`src/rtl/draw_dog.sv`:
```
// Overlays an animated dog sprite from an external synchronous ROM onto the VGA stream.
// Position and frame are sampled once per frame on the rising edge of vblnk, so the sprite never tears.
module draw_dog #(
    parameter int          SPR_W      = 64,
    parameter int          SPR_H      = 64,
    parameter int          NUM_FRAMES = 9,
    parameter int          ADDR_W     = 16,
    parameter logic [11:0] KEY_RGB    = 12'hF0F
) (
    input  logic              clk,
    input  logic              rst_n,
    input  logic [10:0]       hcount_in,
    input  logic [10:0]       vcount_in,
    input  logic              hsync_in,
    input  logic              vsync_in,
    input  logic              hblnk_in,
    input  logic              vblnk_in,
    input  logic [11:0]       rgb_in,
    input  logic [11:0]       dog_xpos,
    input  logic [11:0]       dog_ypos,
    input  logic [3:0]        photo_index,
    output logic [ADDR_W-1:0] rom_addr,
    input  logic [11:0]       rom_data,
    output logic [10:0]       hcount_out,
    output logic [10:0]       vcount_out,
    output logic              hsync_out,
    output logic              vsync_out,
    output logic              hblnk_out,
    output logic              vblnk_out,
    output logic [11:0]       rgb_out
);
    localparam int          COL_W  = $clog2(SPR_W);
    localparam int          ROW_W  = $clog2(SPR_H);
    localparam int          TW     = 11 + 11 + 4 + 12;
    localparam logic [11:0] PARK_X = 12'd1024;
    localparam logic [11:0] PARK_Y = 12'd515;

    logic              r_vblnk_prev;
    logic [11:0]       r_shadow_x;
    logic [11:0]       r_shadow_y;
    logic [3:0]        r_shadow_frame;

    logic [12:0]       w_h13;
    logic [12:0]       w_v13;
    logic [12:0]       w_x13;
    logic [12:0]       w_y13;
    logic              w_in_box;
    logic [COL_W-1:0]  w_col;
    logic [ROW_W-1:0]  w_row;
    logic [ADDR_W-1:0] w_addr;

    logic [TW-1:0]     w_pipe_in;
    logic [TW-1:0]     r_pipe_d1;
    logic [TW-1:0]     r_pipe_d2;
    logic              r_in_box_d1;
    logic              r_in_box_d2;
    logic [ADDR_W-1:0] r_rom_addr;
    logic [11:0]       w_rgb_d2;

    always_ff @(posedge clk or negedge rst_n) begin
        if (!rst_n) begin
            r_vblnk_prev   <= 1'b0;
            r_shadow_x     <= PARK_X;
            r_shadow_y     <= PARK_Y;
            r_shadow_frame <= 4'd0;
        end else begin
            r_vblnk_prev <= vblnk_in;
            if (vblnk_in && !r_vblnk_prev) begin
                r_shadow_x     <= dog_xpos;
                r_shadow_y     <= dog_ypos;
                r_shadow_frame <= photo_index;
            end
        end
    end

    // 13-bit compares keep x/y near 4095 from wrapping the box onto column/row 0.
    assign w_h13 = {2'b00, hcount_in};
    assign w_v13 = {2'b00, vcount_in};
    assign w_x13 = {1'b0, r_shadow_x};
    assign w_y13 = {1'b0, r_shadow_y};

    assign w_in_box = (w_h13 >= w_x13) && (w_h13 < w_x13 + 13'(SPR_W)) &&
                      (w_v13 >= w_y13) && (w_v13 < w_y13 + 13'(SPR_H)) &&
                      (32'(r_shadow_frame) < 32'(NUM_FRAMES)) &&
                      !hblnk_in && !vblnk_in;

    assign w_col  = COL_W'(w_h13 - w_x13);
    assign w_row  = ROW_W'(w_v13 - w_y13);
    assign w_addr = ADDR_W'(32'(r_shadow_frame) * 32'(SPR_W * SPR_H) +
                            32'(w_row) * 32'(SPR_W) + 32'(w_col));

    assign w_pipe_in = {hcount_in, vcount_in, hsync_in, vsync_in, hblnk_in, vblnk_in, rgb_in};

    always_ff @(posedge clk or negedge rst_n) begin
        if (!rst_n) begin
            r_pipe_d1   <= '0;
            r_pipe_d2   <= '0;
            r_in_box_d1 <= 1'b0;
            r_in_box_d2 <= 1'b0;
            r_rom_addr  <= '0;
        end else begin
            r_pipe_d1   <= w_pipe_in;
            r_pipe_d2   <= r_pipe_d1;
            r_in_box_d1 <= w_in_box;
            r_in_box_d2 <= r_in_box_d1;
            if (w_in_box) begin
                r_rom_addr <= w_addr;
            end
        end
    end

    assign rom_addr = r_rom_addr;
    assign {hcount_out, vcount_out, hsync_out, vsync_out, hblnk_out, vblnk_out, w_rgb_d2} = r_pipe_d2;

    // rom_data is the ROM's registered read of the address issued one cycle earlier,
    // so it lines up with the second-stage registers here.
    assign rgb_out = (r_in_box_d2 && (rom_data != KEY_RGB)) ? rom_data : w_rgb_d2;

endmodule

```
`config.mk`:
```
export PLATFORM = sky130hd
export DESIGN_NAME = draw_dog
export DESIGN_NICKNAME = d
export VERILOG_FILES = /design/src/rtl/draw_dog.sv
export SDC_FILE = /design/constraint.sdc
export NUM_CORES = 1
export LEC_CHECK = 0
export ABC_AREA = 1
export BUFFER_PORTS_ARGS = -buffer_cell sky130_fd_sc_hd__clkbuf_2
export CAP_MARGIN = 10
export CORE_UTILIZATION = 56
export DETAILED_ROUTE_END_ITERATION = 6
export HOLD_SLACK_MARGIN = 0.15
export PLACE_DENSITY = 0.84
export SKIP_LAST_GASP = 1
export SYNTH_ARGS = -nofsm -noshare
export SYNTH_HDL_FRONTEND = slang
export SYNTH_SLANG_ARGS = --single-unit
```
`constraint.sdc`:
```
create_clock -name clk -period 3.72 [get_ports clk]
set_input_delay 0.372 -clock clk [delete_from_list [all_inputs] [get_ports clk]]
set_output_delay 0.372 -clock clk [all_outputs]
set_load 0.02 [all_outputs]
```
* Yosys cells after proc, flatten, opt, wreduce, memory -nomap -nowiden
Cells that the tools add are included.
Cells by class: add/subtract/negate cells 6, $lt $le $gt $ge 5, equal/unequal tests 1, mux-type cells 1, reductions and logical operators 11
Operator list (count):
- 12-bit by 7-bit adder with 13-bit output (second input constant) | 2
- 11-bit by 13-bit < comparator with 1-bit output | 2
- 11-bit by 12-bit >= comparator with 1-bit output | 2
- 16-bit by 12-bit adder with 16-bit output | 1
- 16-bit by 6-bit adder with 16-bit output | 1
- 12-bit two-way mux | 1
- 12-bit inequality test (second input constant) | 1
- 6-bit subtractor | 2
- 1-bit logical AND | 8
- 4-bit < comparator (second input constant) | 1
- 1-bit zero test | 3
Storage, ports and cells: register bits after elaboration 123, input port bits 80, output and inout port bits 54, logic and storage cells 33

* Longest topological paths before layout
Gate-level depths: netlist of run 1.
depth in word-level cells 8, gate-level depth with buffers 15

* Worst setup path before layout of run 1
No wires, ideal clock.
kind reg2reg, start register r_shadow_x[6], end register r_rom_addr[2], in the netlist rom_addr[2], library setup time 0.122 ns, arrival time 2.013 ns, setup slack 1.586 ns, stages on the path, launching flop included 14, cells stage by stage dfrtp_1 -> ha_1 -> nand2_1 -> o21ai_0 -> o21ai_0 -> ha_1 -> a21o_1 -> a21oi_2 -> nand3_1 -> nor2_2 -> nand3_2 -> buf_6 -> nand2_1 -> o21ai_2
Between the ends: longest elaborated chain between the ends 8
Ends and longest elaborated chain:
- start: declaration | RTL line 39 | logic [11:0] r_shadow_x;
- start signal: assignment | RTL line 69 | r_shadow_x <= dog_xpos;
- 12-bit by 7-bit adder with 13-bit output | RTL line 82 | assign w_in_box = (w_h13 >= w_x13) && (w_h13 < w_x13 + 13'(SPR_W)) &&
- 11-bit by 13-bit < comparator with 1-bit output | RTL line 82
- 1-bit logical AND (*) (2 in series) | RTL line 82
- 1-bit logical AND (*) (2 in series) | RTL line 83 | (w_v13 >= w_y13) && (w_v13 < w_y13 + 13'(SPR_H)) &&
- 1-bit logical AND (*) | RTL line 84 | (32'(r_shadow_frame) < 32'(NUM_FRAMES)) &&
- 1-bit logical AND (*) | RTL line 85 | !hblnk_in && !vblnk_in;
- end signal: assignment | RTL line 107 | r_rom_addr <= w_addr;
- end: declaration | RTL line 57 | logic [ADDR_W-1:0] r_rom_addr;
Every way passes the cells marked *; elsewhere a longest branch is shown, timed or not. A chain may end at the register's enable or synchronous reset.

* Worst setup path after layout of run 1
start input port vcount_in[0], end register r_rom_addr[12], in the netlist rom_addr[12]
Between the ends: longest elaborated chain between the ends 6
Ends and longest elaborated chain:
- start: declaration | RTL line 13 | input logic [10:0] vcount_in,
- parallel branches: the longest is 6 deep, another holds 16-bit by 12-bit adder with 16-bit output
Parallel ways; which one is timed is not known.

==> results.tsv, run 1 <==
stage	metric	value	unit
logic_synthesis	ys_warn_count	0	
sta	timing.final.crit_period	3030	ps
placed_design	globalplace.congestion	0.849	
floorplan	die_y	98.4	µm
logic_synthesis	ys_dominant_reg_cell	dfrtp_1	
power	ir_drop	0.244	mV
placed_design	placement.setup.worst_slack	877	ps
logic_synthesis	syn_area	0.00520	mm²
sta	timing.final.ws_setup	686	ps
cells_and_area	antenna-diode-count	0	
cts	tritoncts_clock_tree	done	
placed_design	dp_cells	692	
cells_and_area	combined_area_of_the_multi_input_logic_cells	0.00170	mm²
cts	htree_num_levels	4	
floorplan	i_o_pin_total	134	
global_routing	global_route.overflow_total	0	
floorplan	fp.dieArea	0.00967	mm²
sta	grt_setup_unrepaired	no	
cells_and_area	nNetsFinal	786	
global_routing	maximum_number_of_pins_on_one_net_before_global_route_repair	77	
logic_synthesis	edff_count_synth	0	
sta	hold_viol_final	0	
cells_and_area	postLayoutCellArea	0.00707	mm²
logic_synthesis	synth-async-reset-ratio	100	%
sta	setup_viol	0	
logic_synthesis	synth.lib_cells_used.distinct	35	
sta	worst_hold_slack	346	ps
placed_design	post-dp-hpwl	7490	µm
cells_and_area	sequential_cell_area	0.00306	mm²
cts	number_of_clock_sinks_seen_by_cts	122	
floorplan	placement_rows	34	
route	post_route_antenna_net_violation_count	0	
sta	worst_clock_skew	9.23	ps
logic_synthesis	synthesis.nets	597	
sta	highest_clock_rate	330	MHz
worst_setup_path	critPathRequiredTime	4080	ps
placed_design	numPortBuffers	133	
sta	worst_slew_margin_rel	32.1	%
power	leakage	0.00367	µW
cts	clock_tree.root_cell	clkbuf_8	
cells_and_area	post_route_cells_drive_above_1_share	29.0	%
worst_setup_path	worstSetupPathType	in2reg	
logic_synthesis	post_synth.cell_area_avg	10.8	µm²
worst_setup_path	worst_setup_path_end_kind	register	
floorplan	die_x	98.4	µm
global_routing	vias_in_the_first_global_route	4241	
worst_setup_path	setup.worst_path.start_class	input port	
route	first_pass_iters	6	
cts	numCtsBuffers	17	
worst_setup_path	critPathArrivalTime	3390	ps
floorplan	initial_cell_density_of_the_core	58.8	%
cells_and_area	syn2layout_area_growth	35.9	%
outcome	status	complete, but fails checks	
cells_and_area	final_cell_count_no_fill	791	
cts	postCtsResizedCells	0	
outcome	violations	design-rule violations	
logic_synthesis	seq_area_frac_synth	58.8	%
logic_synthesis	post_synth_inst_count	481	
min_path	worstHoldPathType	reg2reg	
sta	max_slew.worst_pin.slew	1020	ps
cts	max_buffers_root_to_sink	2	
cts	clk_latency	510	ps
global_routing	grt_pass1_wl	19900	µm
route	initialDrtViolationCount	162	
global_routing	global_route.usage.total	27.0	%
sta	finalCritPeriodShare	81.6	%
worst_setup_path	worstPathMaxFanout	30	
logic_synthesis	synth-seq-cells	122	
route	postRouteWirelength	12000	µm
cts	clk_pin_slew_worst_paths	60	ps
cells_and_area	leading_cell_types_in_the_layout_fill_and_taps_excluded	clkbuf_2, dfrtp_1, dlygate4sd3_1	
floorplan	core_area	0.00885	mm²
route	routedWlPerCell	15.2	µm
global_routing	grt_antenna_before_repair	0	
sta	drv_slew	0	
route	drc	15	
power	power_density	529	mW/mm²
cells_and_area	leading_cell_type_in_the_layout_fill_and_taps_excluded	clkbuf_2	
placed_design	dpl_cell_area	0.00579	mm²
flow_run	number_of_max_capacitance_violations_reported	0	
sta	totalNegativeSetupSlack	0	ps
route	route.detailed.vias_per_inst	5.08	
cells_and_area	fillCellCount	518	
route	detailroute.via_count	4019	
==> worst max-delay path, cell delays in order <==
cell	delay, ps
dlygate4sd3_1	540
clkbuf_2	120
inv_1	40
ha_1	230
fa_1	440
nand3b_1	210
nand3_1	110
nand3b_1	80
nand2_1	60
nor2_1	50
nor2_2	160
nand3_2	580
nand2_1	290
o21ai_2	90
==> cells by family (layout without fill, tap and decap cells) <==
family          Yosys count  in the layout  share of synthesized area (%)
mux                       6              6                           1.30
xor+xnor                 12             12                           2.02
buf+inv                  89            291                           8.50
compound gates           76             76                           8.83
flops                   122            122                           58.8
fa+ha+maj                36             36                           8.95
simple gates            140            140                           11.6
==> power breakdown <==
part / switching (µW) / internal [µW] / leakage, µW
Sequential: 48.1 / 1430 / 0.00143
Combinational: 363 / 262 / 0.00196
Clock: 596 / 1040 / 0.000285
Total: 1010 / 2730 / 0.00367
==> metal layers <==
metal	vias to the layer above	GRT usage, %	part of all wire, %
met1	1921	29.4	39
met5	-	0	0
met3	26	7.09	5.3
met2	150	49.1	53
li1	1922	-	-
met4	0	12.7	2.6
==> Yosys cell counts, types with 8 or more instances <==
cell type  number  area [µm²]
nand3_1        11        55.1
o21ai_0        12        60.1
nand4_1         8        50.1
nand2_1        67         251
xnor2_1         8        70.1
o21ai_2        13         114
inv_1          56         210
a21oi_1        41         205
buf_4          22         165
nor2_1         41         154
dfrtp_1       118        2950
ha_1           34         425
==> through the flow <==
step                utilization (%)  power, µW
floorplan                         -       1860
detailed placement             65.5       2050
global placement               65.5       2010
finish                         79.9       3740
CTS                            79.9       3750
global route                   79.9       3910
==> cell type report <==
type / count / share of cell area [%]
clock inverters: 13 / 2.41
clock buffers: 19 / 6.11
multi-input cells: 270 / 24.1
inverters: 57 / 3.05
well taps: 108 / 1.91
repair buffers: 202 / 19.2
flip-flops and latches: 122 / 43.3
==> state kept, by name (all words and copies together) (netlist names) <==
name and count:
r_in_box_d2 1, r_shadow_frame 4, r_in_box_d1 1, rom_addr 16, r_pipe_d1 38, r_pipe_d2 38, r_shadow_x 12, r_shadow_y 12
==> timing repair <==
action	CTS	global route
hold buffers	67	0
endpoints found under the hold margin	136	0
setup buffers	0	0
==> final timing paths <==
check | from | to | slack, ps | cells past startpoint
setup reg to reg | r_shadow_x[6] | rom_addr[12] | 800 | 12
hold reg to reg | r_pipe_d1[36] | r_pipe_d2[36] | 350 | 0
hold / removal | r_pipe_d1[36] | r_pipe_d2[36] | 350 | 0
setup / recovery | vcount_in[0] | rom_addr[12] | 690 | 14
min in group asynchronous | rst_n | r_pipe_d1[24] | 520 | 2
max in group asynchronous | rst_n | rom_addr[15] | 2230 | 3
Note: power is estimated with default switching activity, not from simulation.
==> run 2: changes to the inputs <==
Settings changed: CORE_UTILIZATION 56 to 48, PLACE_DENSITY 0.84 to 0.76.
Clock period 3.72 ns to 2.5 ns, I/O delays scaled along.
==> results.tsv, run 2 (synthesized netlist as in run 1, its figures left out) <==
stage	metric	value	unit
power	power	5530	µW
power	ir_drop	0.372	mV
sta	setup_viol	0	
cts	clk_latency	510	ps
floorplan	i_o_pin_total	134	
route	top_layer	met4	
global_routing	global_route.overflow_total	0	
cells_and_area	finish.utilization	69.3	%
sta	finalCritPeriodShare	94.1	%
placed_design	globalplace.congestion	0.828	
worst_setup_path	worstSetupPathType	reg2reg	
sta	highest_clock_rate	425	MHz
global_routing	vias_in_the_first_global_route	4051	
cts	clock_tree.root_cell	clkbuf_8	
worst_setup_path	cp_top_delay_family	compound AO/OA/AOI/OAI gates	
route	route.detailed.vias_per_inst	4.79	
global_routing	maximum_number_of_pins_on_one_net_before_global_route_repair	54	
sta	max_slew.worst_pin.slew	649	ps
route	detailroute.via_count	3948	
placed_design	post-dp-hpwl	7710	µm
cts	max_buffers_root_to_sink	2	
cells_and_area	antenna-diode-count	0	
cts	tritoncts_clock_tree	done	
worst_setup_path	critical-path-slowest-cell	dfrtp_1	
worst_setup_path	worstPathMaxFanout	15	
sta	worst_slew_margin_rel	56.7	%
floorplan	fp.dieArea	0.0113	mm²
flow_run	number_of_max_capacitance_violations_reported	0	
route	detailed_routing_wirelength_on_met1	4650	µm
cells_and_area	leading_cell_type_in_the_layout_fill_and_taps_excluded	clkbuf_2	
cells_and_area	syn2layout_area_growth	38.9	%
worst_setup_path	crit_path_cell_trace	ha_4 > nand2_1 > o21ai_1 > o21ai_0 > ha_1 > a21o_1 > a21oi_2 > nand3_2 > nor2_4 > nand3_4 > buf_12 > nand2_1 > o21ai_2	
worst_setup_path	setup.worst_path.start_class	register	
worst_setup_path	worst_setup_path_end_kind	register	
sta	grt_setup_unrepaired	no	
floorplan	die_x	106	µm
global_routing	grt_antenna_before_repair	0	
floorplan	core_area	0.0104	mm²
route	met3WireLength	474	µm
route	drc	0	
power	power_density	766	mW/mm²
cells_and_area	leading_cell_types_in_the_layout_fill_and_taps_excluded	clkbuf_2, dfrtp_1, dlygate4sd3_1	
sta	worst_hold_slack	311	ps
route	postRouteWirelength	11200	µm
floorplan	initial_cell_density_of_the_core	49.9	%
route	routedWlPerCell	13.6	µm
cts	numCtsBuffers	17	
global_routing	grt_pass1_wl	18400	µm
route	met2RoutedLength	5870	µm
route	initialDrtViolationCount	166	
min_path	worstHoldPathType	in2async	
cts	htree_num_levels	4	
worst_setup_path	crit_path_buffers_inverters	1	
cells_and_area	nNetsFinal	793	
floorplan	die_y	106	µm
cts	clk_pin_slew_worst_paths	60	ps
sta	hold_viol_final	0	
worst_setup_path	critical_path.max_stage_delay	420	ps
sta	timing.final.crit_period	2350	ps
worst_setup_path	critPathArrivalTime	2750	ps
outcome	status	completed	
route	post_route_antenna_net_violation_count	0	
worst_setup_path	critPathMostFrequentCell	nand2_1	
sta	worst_clock_skew	6.87	ps
global_routing	global_route.usage.total	21.4	%
floorplan	placement_rows	37	
placed_design	numPortBuffers	133	
worst_setup_path	timing.reg2reg.setup_slack	150	ps
route	first_pass_iters	5	
sta	drv_slew	0	
worst_setup_path	critPathRequiredTime	2900	ps
cts	number_of_clock_sinks_seen_by_cts	122	
power	leakage	0.00372	µW
cells_and_area	post_route_cells_drive_above_1_share	30.0	%
-- run 2: final cells by class --
class / instances / area [µm²]
Clock buffer: 18 / 428
Sequential cell: 122 / 3060
Inverter: 57 / 215
Clock inverter: 13 / 168
Tap cell: 136 / 170
Multi-Input combinational cell: 270 / 1730
Timing Repair Buffer: 209 / 1450
Fill cell: 785 / 3200
-- run 2: layer usage --
metal / vias up / track usage (%)
met2: 127 / 38.0
met4: 0 / 8.93
li1: 1941 / -
met3: 19 / 5.64
met1: 1861 / 24.5
met5: - / 0
-- run 2: per-stage QoR --
| stage | instances | setup slack (ps) | instance area, µm² | setup TNS (ps) |
|---|---|---|---|---|
| final | 825 | 148 | 7220 | 0 |
| after global routing | 825 | 21.6 | 7220 | 0 |
| after global placement | 724 | 183 | 5870 | 0 |
| after detailed placement | 724 | -27.6 | 5870 | -184 |
| after CTS | 822 | 12.0 | 7140 | 0 |
| after floorplan | 481 | 366 | 5200 | 0 |
-- run 2: worst paths after layout --
check,start,endpoint,cells after the start
max,r_shadow_x[6],rom_addr[15],13
min,rst_n,r_pipe_d2[13],2
max reg2reg,r_shadow_x[6],rom_addr[15],13
min reg2reg,r_pipe_d1[18],r_pipe_d2[18],0
max in group asynchronous,rst_n,r_pipe_d2[31],3
min in group clk,r_pipe_d1[18],r_pipe_d2[18],0
-- run 2: worst register-to-register path: stages (launching register included) --
cell and delay, ps:
dfrtp_1 420, ha_4 170, nand2_1 70, o21ai_1 160
o21ai_0 130, ha_1 300, a21o_1 200, a21oi_2 140
nand3_2 90, nor2_4 150, nand3_4 100, buf_12 160
nand2_1 90, o21ai_2 60
-- run 2: power by group --
group | switching (µW) | internal (µW)
clock network | 861 | 1540
registers | 69.0 | 2120
logic | 530 | 403
-- run 2: repair_timing --
action | CTS | global route
pin swaps | 0 | 2
setup endpoints to repair | 13 | 16
hold buffers | 67 | 0
cloned | 0 | 1
hold endpoints to repair | 117 | 0
setup buffers | 0 | 2
resized for setup | 1 | 8
==> run 3: changes to the inputs <==
Settings changed: CORE_UTILIZATION 48 to 45, PLACE_DENSITY 0.76 to 0.72, RECOVER_POWER set to 25.
==> results.tsv, run 3 (synthesized netlist as in run 1, its figures left out) <==
stage	metric	value	unit
outcome	status	completed	
sta	finalCritPeriodShare	95.0	%
sta	worst_slew_margin_rel	48.4	%
worst_setup_path	rr_endpoint	rom_addr[6]	
worst_setup_path	timing.reg2reg.worst_path_depth	13	
flow_run	number_of_max_capacitance_violations_reported	0	
placed_design	dpl_cell_area	0.00586	mm²
worst_setup_path	crit_path_cell_trace	dlygate4sd3_1 > clkbuf_2 > inv_1 > ha_1 > fa_1 > nand3b_1 > nand3_1 > nand3b_1 > nand2_1 > nor2_1 > nor2_2 > nand3_2 > buf_12 > nand2_1 > o21ai_2	
worst_setup_path	critPathArrivalTime	2670	ps
floorplan	initial_cell_density_of_the_core	47.1	%
route	detailroute.via_count	3925	
route	initialDrtViolationCount	129	
placed_design	globalplace.congestion	0.830	
sta	totalNegativeSetupSlack	0	ps
sta	setup_viol	0	
cells_and_area	post_route_cells_drive_above_1_share	26.9	%
sta	timing.final.ws_setup	124	ps
sta	worst_clock_skew	8.17	ps
min_path	hold-path-endpoint	r_pipe_d2[0]	
placed_design	post-dp-hpwl	7560	µm
cts	numCtsBuffers	17	
worst_setup_path	critPathRequiredTime	2800	ps
power	leakage	0.00365	µW
min_path	worst_hold_path.num_cells	0	
worst_setup_path	setup.worst_path.start_class	input port	
floorplan	i_o_pin_total	134	
sta	hold_viol_final	0	
worst_setup_path	worst_setup_path_end_kind	register	
floorplan	die_y	109	µm
route	drc	0	
route	routedWlPerCell	13.6	µm
power	ir_drop	0.509	mV
global_routing	global_route.usage.total	20.3	%
placed_design	numPortBuffers	133	
cells_and_area	nNetsFinal	791	
power	power_density	788	mW/mm²
cts	clk_pin_slew_worst_paths	60	ps
floorplan	fp.dieArea	0.0120	mm²
cts	clk_latency	410	ps
cells_and_area	postLayoutCellArea	0.00717	mm²
power	power	5650	µW
route	first_pass_iters	5	
floorplan	core_area	0.0110	mm²
worst_setup_path	timing.reg2reg.setup_slack	220	ps
cts	max_buffers_root_to_sink	2	
worst_setup_path	timing.critical_path.depth	15	
cts	tritoncts_clock_tree	done	
cts	htree_num_levels	4	
global_routing	global_route.overflow_total	0	
sta	drv_slew	0	
sta	max_slew.worst_pin.slew	771	ps
cells_and_area	finish.utilization	65.0	%
worst_setup_path	worstPathMaxFanout	30	
cells_and_area	antenna-diode-count	0	
floorplan	die_x	109	µm
cts	clock_tree.root_cell	clkbuf_16	
worst_setup_path	r2r_start	r_shadow_x[6]	
sta	highest_clock_rate	421	MHz
cells_and_area	leading_cell_types_in_the_layout_fill_and_taps_excluded	dfrtp_1, clkbuf_2, dlygate4sd3_1	
global_routing	grt_pass1_wl	18000	µm
worst_setup_path	critical_path.max_stage_delay	530	ps
worst_setup_path	cp_top_delay_family	buffers and inverters	
route	post_route_antenna_net_violation_count	0	
min_path	min-delay-start	r_pipe_d1[0]	
sta	timing.final.crit_period	2380	ps
placed_design	placement.setup.worst_slack	88.8	ps
worst_setup_path	critical-path-slowest-cell	dlygate4sd3_1	
cts	number_of_clock_sinks_seen_by_cts	122	
worst_setup_path	crit_path_buffers_inverters	4	
route	route.detailed.vias_per_inst	4.74	
min_path	worstHoldPathType	reg2reg	
route	postRouteWirelength	11300	µm
global_routing	vias_in_the_first_global_route	3945	
cells_and_area	leading_cell_type_in_the_layout_fill_and_taps_excluded	dfrtp_1	
cells_and_area	fillCellCount	881	
cells_and_area	syn2layout_area_growth	37.9	%
worst_setup_path	worstSetupPathType	in2reg	
floorplan	placement_rows	38	
global_routing	grt_antenna_before_repair	0	
global_routing	maximum_number_of_pins_on_one_net_before_global_route_repair	53	
run 3: stage by stage:
step | hold slack, ps | std cells
floorplan | -45.6 | 481
global placement | 256 | 726
detailed placement | 269 | 726
CTS | 346 | 825
global route | 351 | 828
finish | 343 | 828
run 3: worst max-delay path by stage:
stage	end	startpoint
6_report	rom_addr[6]	vcount_in[0]
4_1_cts	rom_addr[6]	vcount_in[0]
2_1_floorplan	rom_addr[2]	r_shadow_x[6]
3_3_place_gp	rom_addr[8]	r_shadow_x[6]
5_1_grt	rom_addr[6]	vcount_in[0]
3_5_place_dp	rom_addr[6]	r_shadow_x[6]
run 3: per-layer routing:
metal | vias to the layer above | track usage [%] | routed length [µm]
met1 | 1865 | 22.1 | 4600
met3 | 22 | 5.16 | 551
met4 | 0 | 11.1 | 278
li1 | 1921 | - | -
met5 | - | 0 | 0
met2 | 117 | 36.0 | 5840
run 3: worst reg2reg max path, cell delays in order, from the launching register on:
cell	delay, ps
dfrtp_1	400
ha_2	220
nand2_1	70
o21ai_1	110
o21ai_0	100
ha_1	290
a21o_1	190
a21oi_2	120
nand3_1	90
nor2_2	140
nand3_2	100
buf_12	180
nand2_1	100
o21ai_2	60
run 3: final cells by class:
cell class	instances	area (µm²)	share of cell area [%]
clock inverters	15	199	2.78
multi-input cells	270	1700	23.8
repair buffers	207	1390	19.4
clock buffers	17	425	5.93
flip-flops and latches	122	3060	42.7
well taps	140	175	2.44
inverters	57	215	3.00
run 3: timing repair:
item                                   in CTS  in global routing
endpoints found under the hold margin     104                  0
buffers inserted                            0                  3
setup endpoints to repair                   0                 17
resized for setup                           0                  5
hold buffers                               67                  0
run 3: where the power goes:
part           internal (µW)  switching [µW]
combinational            393             530
clock                   1660             868
sequential              2120            67.0
